==> src/rtl/shift_pipelined_multimode.sv <==
// rtl/shift_pipelined_multimode.sv - multi-mode pipelined barrel shifter with ready/valid flow control
// Each stage resolves RADIX_BITS of the shift; left shifts ride the right-shift path bit-reversed.
module shift_pipelined_multimode #(
  parameter int WIDTH      = 13,
  parameter int RADIX_BITS = 2,
  parameter int TAG_WIDTH  = 4,
  localparam int SW        = $clog2(WIDTH),
  localparam int STAGES    = (SW + RADIX_BITS - 1) / RADIX_BITS
) (
  input  logic                 clk,
  input  logic                 rst_n,
  input  logic [WIDTH-1:0]     data_i,
  input  logic [SW-1:0]        shift_i,
  input  logic [1:0]           mode_i,
  input  logic [TAG_WIDTH-1:0] tag_i,
  input  logic                 valid_i,
  output logic                 ready_o,
  output logic [WIDTH-1:0]     data_o,
  output logic [TAG_WIDTH-1:0] tag_o,
  output logic                 ovf_o,
  output logic                 valid_o,
  input  logic                 ready_i
);
  localparam int          PW   = STAGES * RADIX_BITS;
  localparam int          L    = STAGES - 1;
  localparam logic [SW:0] WLIM = (SW + 1)'(WIDTH);

  function automatic logic [WIDTH-1:0] bit_rev(input logic [WIDTH-1:0] x);
    logic [WIDTH-1:0] r;
    for (int i = 0; i < WIDTH; i++) r[i] = x[WIDTH-1-i];
    return r;
  endfunction

  logic [WIDTH-1:0]     data_q  [STAGES];
  logic [1:0]           mode_q  [STAGES];
  logic [TAG_WIDTH-1:0] tag_q   [STAGES];
  logic                 ovf_q   [STAGES];
  logic                 valid_q [STAGES];
  logic [STAGES-1:0]    vld;
  logic [STAGES-1:0]    adv;

  logic                 in_ovf;
  logic                 in_fill;
  logic [WIDTH-1:0]     in_data;
  logic [SW-1:0]        in_shamt;

  // Out-of-range words get their final value up front and travel with a zero shift.
  always_comb begin
    in_ovf   = {1'b0, shift_i} >= WLIM;
    in_fill  = (mode_i == 2'd2) && data_i[WIDTH-1];
    in_data  = (mode_i == 2'd1) ? bit_rev(data_i) : data_i;
    in_shamt = shift_i;
    if (in_ovf) begin
      in_data  = {WIDTH{in_fill}};
      in_shamt = '0;
    end
  end

  always_comb begin
    vld = '0;
    for (int s = 0; s < STAGES; s++) vld[s] = valid_q[s];
  end

  // A stage may load when every stage from it to the output is full only if the output drains.
  for (genvar s = 0; s < STAGES; s++) begin : g_adv
    assign adv[s] = ready_i || !(&vld[L:s]);
  end

  assign ready_o = rst_n && adv[0];

  for (genvar s = 0; s < STAGES; s++) begin : g_stage
    logic [WIDTH-1:0]     src_data;
    logic [SW-1:0]        src_shamt;
    logic [1:0]           src_mode;
    logic [TAG_WIDTH-1:0] src_tag;
    logic                 src_fill;
    logic                 src_ovf;
    logic                 src_valid;
    logic [PW-1:0]        pad;
    logic [RADIX_BITS-1:0] digit;
    int                   amt;
    logic [2*WIDTH-1:0]   ext;
    logic [WIDTH-1:0]     data_d;

    if (s == 0) begin : g_src
      assign src_data  = in_data;
      assign src_shamt = in_shamt;
      assign src_mode  = mode_i;
      assign src_tag   = tag_i;
      assign src_fill  = in_fill;
      assign src_ovf   = in_ovf;
      assign src_valid = valid_i;
    end else begin : g_src
      assign src_data  = data_q[s-1];
      assign src_shamt = g_stage[s-1].g_carry.shamt_q;
      assign src_mode  = mode_q[s-1];
      assign src_tag   = tag_q[s-1];
      assign src_fill  = g_stage[s-1].g_carry.fill_q;
      assign src_ovf   = ovf_q[s-1];
      assign src_valid = valid_q[s-1];
    end

    always_comb begin
      pad    = PW'(src_shamt);
      digit  = RADIX_BITS'(pad >> (s * RADIX_BITS));
      amt    = int'(digit) << (s * RADIX_BITS);
      ext    = (src_mode == 2'd3) ? {src_data, src_data} : {{WIDTH{src_fill}}, src_data};
      data_d = WIDTH'(ext >> amt);
    end

    always_ff @(posedge clk or negedge rst_n) begin
      if (!rst_n) begin
        valid_q[s] <= 1'b0;
        data_q[s]  <= '0;
        mode_q[s]  <= '0;
        tag_q[s]   <= '0;
        ovf_q[s]   <= 1'b0;
      end else if (adv[s]) begin
        valid_q[s] <= src_valid;
        data_q[s]  <= data_d;
        mode_q[s]  <= src_mode;
        tag_q[s]   <= src_tag;
        ovf_q[s]   <= src_ovf;
      end
    end

    // The final stage has no consumer for the shift amount or fill bit.
    if (s < L) begin : g_carry
      logic [SW-1:0] shamt_q;
      logic          fill_q;
      always_ff @(posedge clk or negedge rst_n) begin
        if (!rst_n) begin
          shamt_q <= '0;
          fill_q  <= 1'b0;
        end else if (adv[s]) begin
          shamt_q <= src_shamt;
          fill_q  <= src_fill;
        end
      end
    end
  end

  assign data_o  = (mode_q[L] == 2'd1) ? bit_rev(data_q[L]) : data_q[L];
  assign tag_o   = tag_q[L];
  assign ovf_o   = ovf_q[L];
  assign valid_o = valid_q[L];
endmodule
==> config.mk <==
export PLATFORM = sky130hd
export DESIGN_NAME = shift_pipelined_multimode
export DESIGN_NICKNAME = d
export VERILOG_FILES = /design/src/rtl/shift_pipelined_multimode.sv
export SDC_FILE = /design/constraint.sdc
export NUM_CORES = 1
export LEC_CHECK = 0
export CAP_MARGIN = 20
export CORE_MARGIN = 2
export CORE_UTILIZATION = 40
export DETAILED_ROUTE_END_ITERATION = 8
export GPL_TIMING_DRIVEN = 0
export SKIP_CTS_REPAIR_TIMING = 1
export SYNTH_ARGS = -nofsm -noshare
export SYNTH_HDL_FRONTEND = slang
export SYNTH_SLANG_ARGS = --single-unit
==> constraint.sdc <==
create_clock -name clk -period 1.7 [get_ports clk]
set_clock_uncertainty 0.15 [all_clocks]
set_input_delay 0.17 -clock clk [delete_from_list [all_inputs] [get_ports clk]]
set_output_delay 0.17 -clock clk [all_outputs]
set_load 0.02 [all_outputs]
==> results.cfg <==
[run_status]
status = finished with violations
violated_checks = negative setup slack

[sta]
slew_headroom = 0.399
report.final.slew_viol_count = 0
finalHoldViolations = 0
finalWorstSetupSlack_ns = -0.0629
min_period_over_period = 1.04
tightestPinTransition_ns = 0.898
finalWorstPathRequiredPeriod_ns = 1.76
whs_ns = 0.0723
setup_repair_after_global_routing_missed_its_margin = true
maxClockFrequency_mhz = 567
report.final.setup_viol = 1

[setup_path]
crit_path_end_kind = output port
critical_path.startpoint_type = input port
worst_ep_required_time_ns = 1.38
worst_setup_path_class = input port to output port
critical_path_arrival_ns = 1.44
critical_path_peak_fanout = 10

[clocking]
clk_latency_ns = 0.30
clk_pin_slew_worst_paths_ns = 0.08
longest_clk_path_bufs = 2
tritoncts = built
cts_inserted_buffers = 5
cts-root-buf = sky130_fd_sc_hd__clkbuf_8
clock_tree.htree_level_count = 2
clock-sinks = 45

[synth]
post_synth.cell_area_avg_sq_um = 8.74
async_flop_share = 1.00
yosys_register_bits = 45
synth.yosys.warnings = 0
synth_top_area_frac = 0.399
mappedNetlistArea_sq_um = 2820
synth_area_leaders = sky130_fd_sc_hd__dfrtp_1 (40%), sky130_fd_sc_hd__nand2_1 (13%), sky130_fd_sc_hd__mux4_1 (8.4%)
yosysTopAreaCell = sky130_fd_sc_hd__dfrtp_1
seq_area_frac_synth = 0.399
syn_inst = 323
synth_flop_cell = sky130_fd_sc_hd__dfrtp_1
synth_cell_types = 46
synth_enable_flop_cells = 0
synth_nets = 350

[layout]
layout.filler_cells = 661
antenna-diode-count = 0
design.final.nets = 407
drive_above_1_share = 0.176
design_area_sq_um = 3590
synthToLayoutAreaGrowth_pct = 27.1
finalCoreUtilization = 0.528

[place]
globalplace.congestion = 0.930
dpl_cell_area_sq_um = 3410
dpl.hpwl_um = 5580
port_buffers = 45
post-place-ws_ns = -0.780

[pwr]
ir_worst_vdd_mv = 0.435
fin_total_pwr_w = 0.00338
leakagePower_nw = 1.69
power_density_normalized_to_cell_area_nw_per_um2 = 943

[global_routing]
grt_max_degree = 26
global_route.usage.met2 = 0.328
gr-total-overflow = 0
first_global_vias = 2424
global_route.peak_usage_layer = met2
gr-usage-all-layers = 0.199
grt_antenna_before_repair = 0
grt_use_met1 = 0.264
first_pass_grt_wire_length_um = 12000
use_met3 = 0.0377

[drt]
routed_wirelength_um = 7380
drc_errors = 0
detailedRoute.firstIterationViolations = 184
dr_total_vias = 2619
detail_route.wl_per_cell_um = 15.5
detailedRoute.firstPassIterationCount = 4
ant_nets = 0
post_drt_via_cell_ratio = 5.49

[floorplan]
design.core.area_sq_um = 6790
die_w_um = 88.0
number_of_core_rows = 30
initial_core_util = 0.415
die_height_um = 88.0
dieArea_sq_um = 7740
io_pins = 47

[min_path]
hold_class = input port to register

[job]
max_cap_viol_count = 0
flip-flops by register name, summed over array words and instances, names as in the netlist:
signal                   cells
data_q                      13
g_stage.g_carry.fill_q       1
g_stage.g_carry.shamt_q      2
g_stage.src_data            13
g_stage.src_mode             2
g_stage.src_ovf              1
g_stage.src_tag              4
g_stage.src_valid            1
mode_q                       2
ovf_o                        1
tag_o                        4
valid_o                      1
cells by family after synthesis:
family / synth area share
AO/OA/AOI/OAI: 0.187
XOR/XNOR: 0.00310
buffers and inverters: 0.0492
flip-flops: 0.399
multiplexers: 0.145
AND/OR/NAND/NOR: 0.217
through the flow:
step | cells | TNS [ns]
3_5_place_dp | 465 | -16.49
6_report | 477 | -0.0629
3_3_place_gp | 464 | -59.29
2_1_floorplan | 323 | 0
4_1_cts | 473 | -9.43
5_1_grt | 477 | -0.671
critical path, cell delays in order:
cell and delay (ns):
sky130_fd_sc_hd__clkdlybuf4s50_1 0.44, sky130_fd_sc_hd__nand3b_1 0.31, sky130_fd_sc_hd__buf_6 0.23, sky130_fd_sc_hd__and2_1 0.15, sky130_fd_sc_hd__clkbuf_2 0.15
layer usage:
layer,vias up,routed length (um)
li1,1275,-
met3,20,353
met4,0,209
met1,1232,3360
met2,92,3450
met5,-,0
cell usage in the layout, fill, tap and decap left out, drive strengths merged, types with 5 or more instances in the layout:
cell           instances
nand2                 96
mux4                   9
buf                   16
mux2                   8
a31oi                 13
nand3                  8
a21oi                 15
dfrtp                 45
a211o                  7
mux2i                  8
nor2                  25
clkbuf                30
inv                    5
o21ai                 10
clkdlybuf4s50         25
dlymetal6s2s           8
o211ai                 6
o22ai                  9
power breakdown:
part | switching (W) | leakage (nW) | internal [W]
sequential | 0.000174 | 0.527 | 0.00125
combinational | 0.000674 | 1.11 | 0.000537
clock | 0.000373 | 0.0549 | 0.000376
final cells by class:
type / count / area, sq um / share of cell area
repair buffers: 52 / 480 / 0.134
inverters: 4 / 15.0 / 0.00418
multi-input cells: 250 / 1590 / 0.442
flip-flops and latches: 45 / 1130 / 0.314
clock inverters: 1 / 8.76 / 0.00244
plain buffers: 22 / 153 / 0.0425
clock buffers: 7 / 96.3 / 0.0268
well taps: 96 / 120 / 0.0335
synth_stat cells (4+ instances only):
library cell,count
sky130_fd_sc_hd__nor2_1,25
sky130_fd_sc_hd__mux4_1,9
sky130_fd_sc_hd__o211ai_1,5
sky130_fd_sc_hd__a31oi_1,13
sky130_fd_sc_hd__mux2_2,7
sky130_fd_sc_hd__dfrtp_1,45
sky130_fd_sc_hd__nand2_1,96
sky130_fd_sc_hd__nand3_1,8
sky130_fd_sc_hd__a211o_1,7
sky130_fd_sc_hd__a211oi_1,4
sky130_fd_sc_hd__o21ai_0,9
sky130_fd_sc_hd__o22ai_1,9
sky130_fd_sc_hd__a21oi_1,15
sky130_fd_sc_hd__nand2b_1,4
sky130_fd_sc_hd__mux2i_1,8
sky130_fd_sc_hd__buf_2,5
sky130_fd_sc_hd__clkbuf_1,13
worst paths after layout:
check	from	to	slack (ns)	cells after the start
hold / removal	mode_i[0]	g_stage[1].src_mode[0]$_DFFE_PN0N_	0.07	3
min in group asynchronous	rst_n	data_q[2]$_DFFE_PN0P_	0.29	3
setup / recovery	ready_i	ready_o	-0.06	5
setup reg to reg	g_stage[1].src_mode[1]$_DFFE_PN0N_	data_q[4]$_DFFE_PN0P_	0.06	4
hold reg to reg	g_stage[1].src_ovf$_DFFE_PN0N_	ovf_o$_DFFE_PN0P_	0.32	2
max in group asynchronous	rst_n	g_stage[0].g_carry.shamt_q[2]$_DFFE_PN0N_	0.41	2
Note: power is estimated with default switching activity, not from simulation.
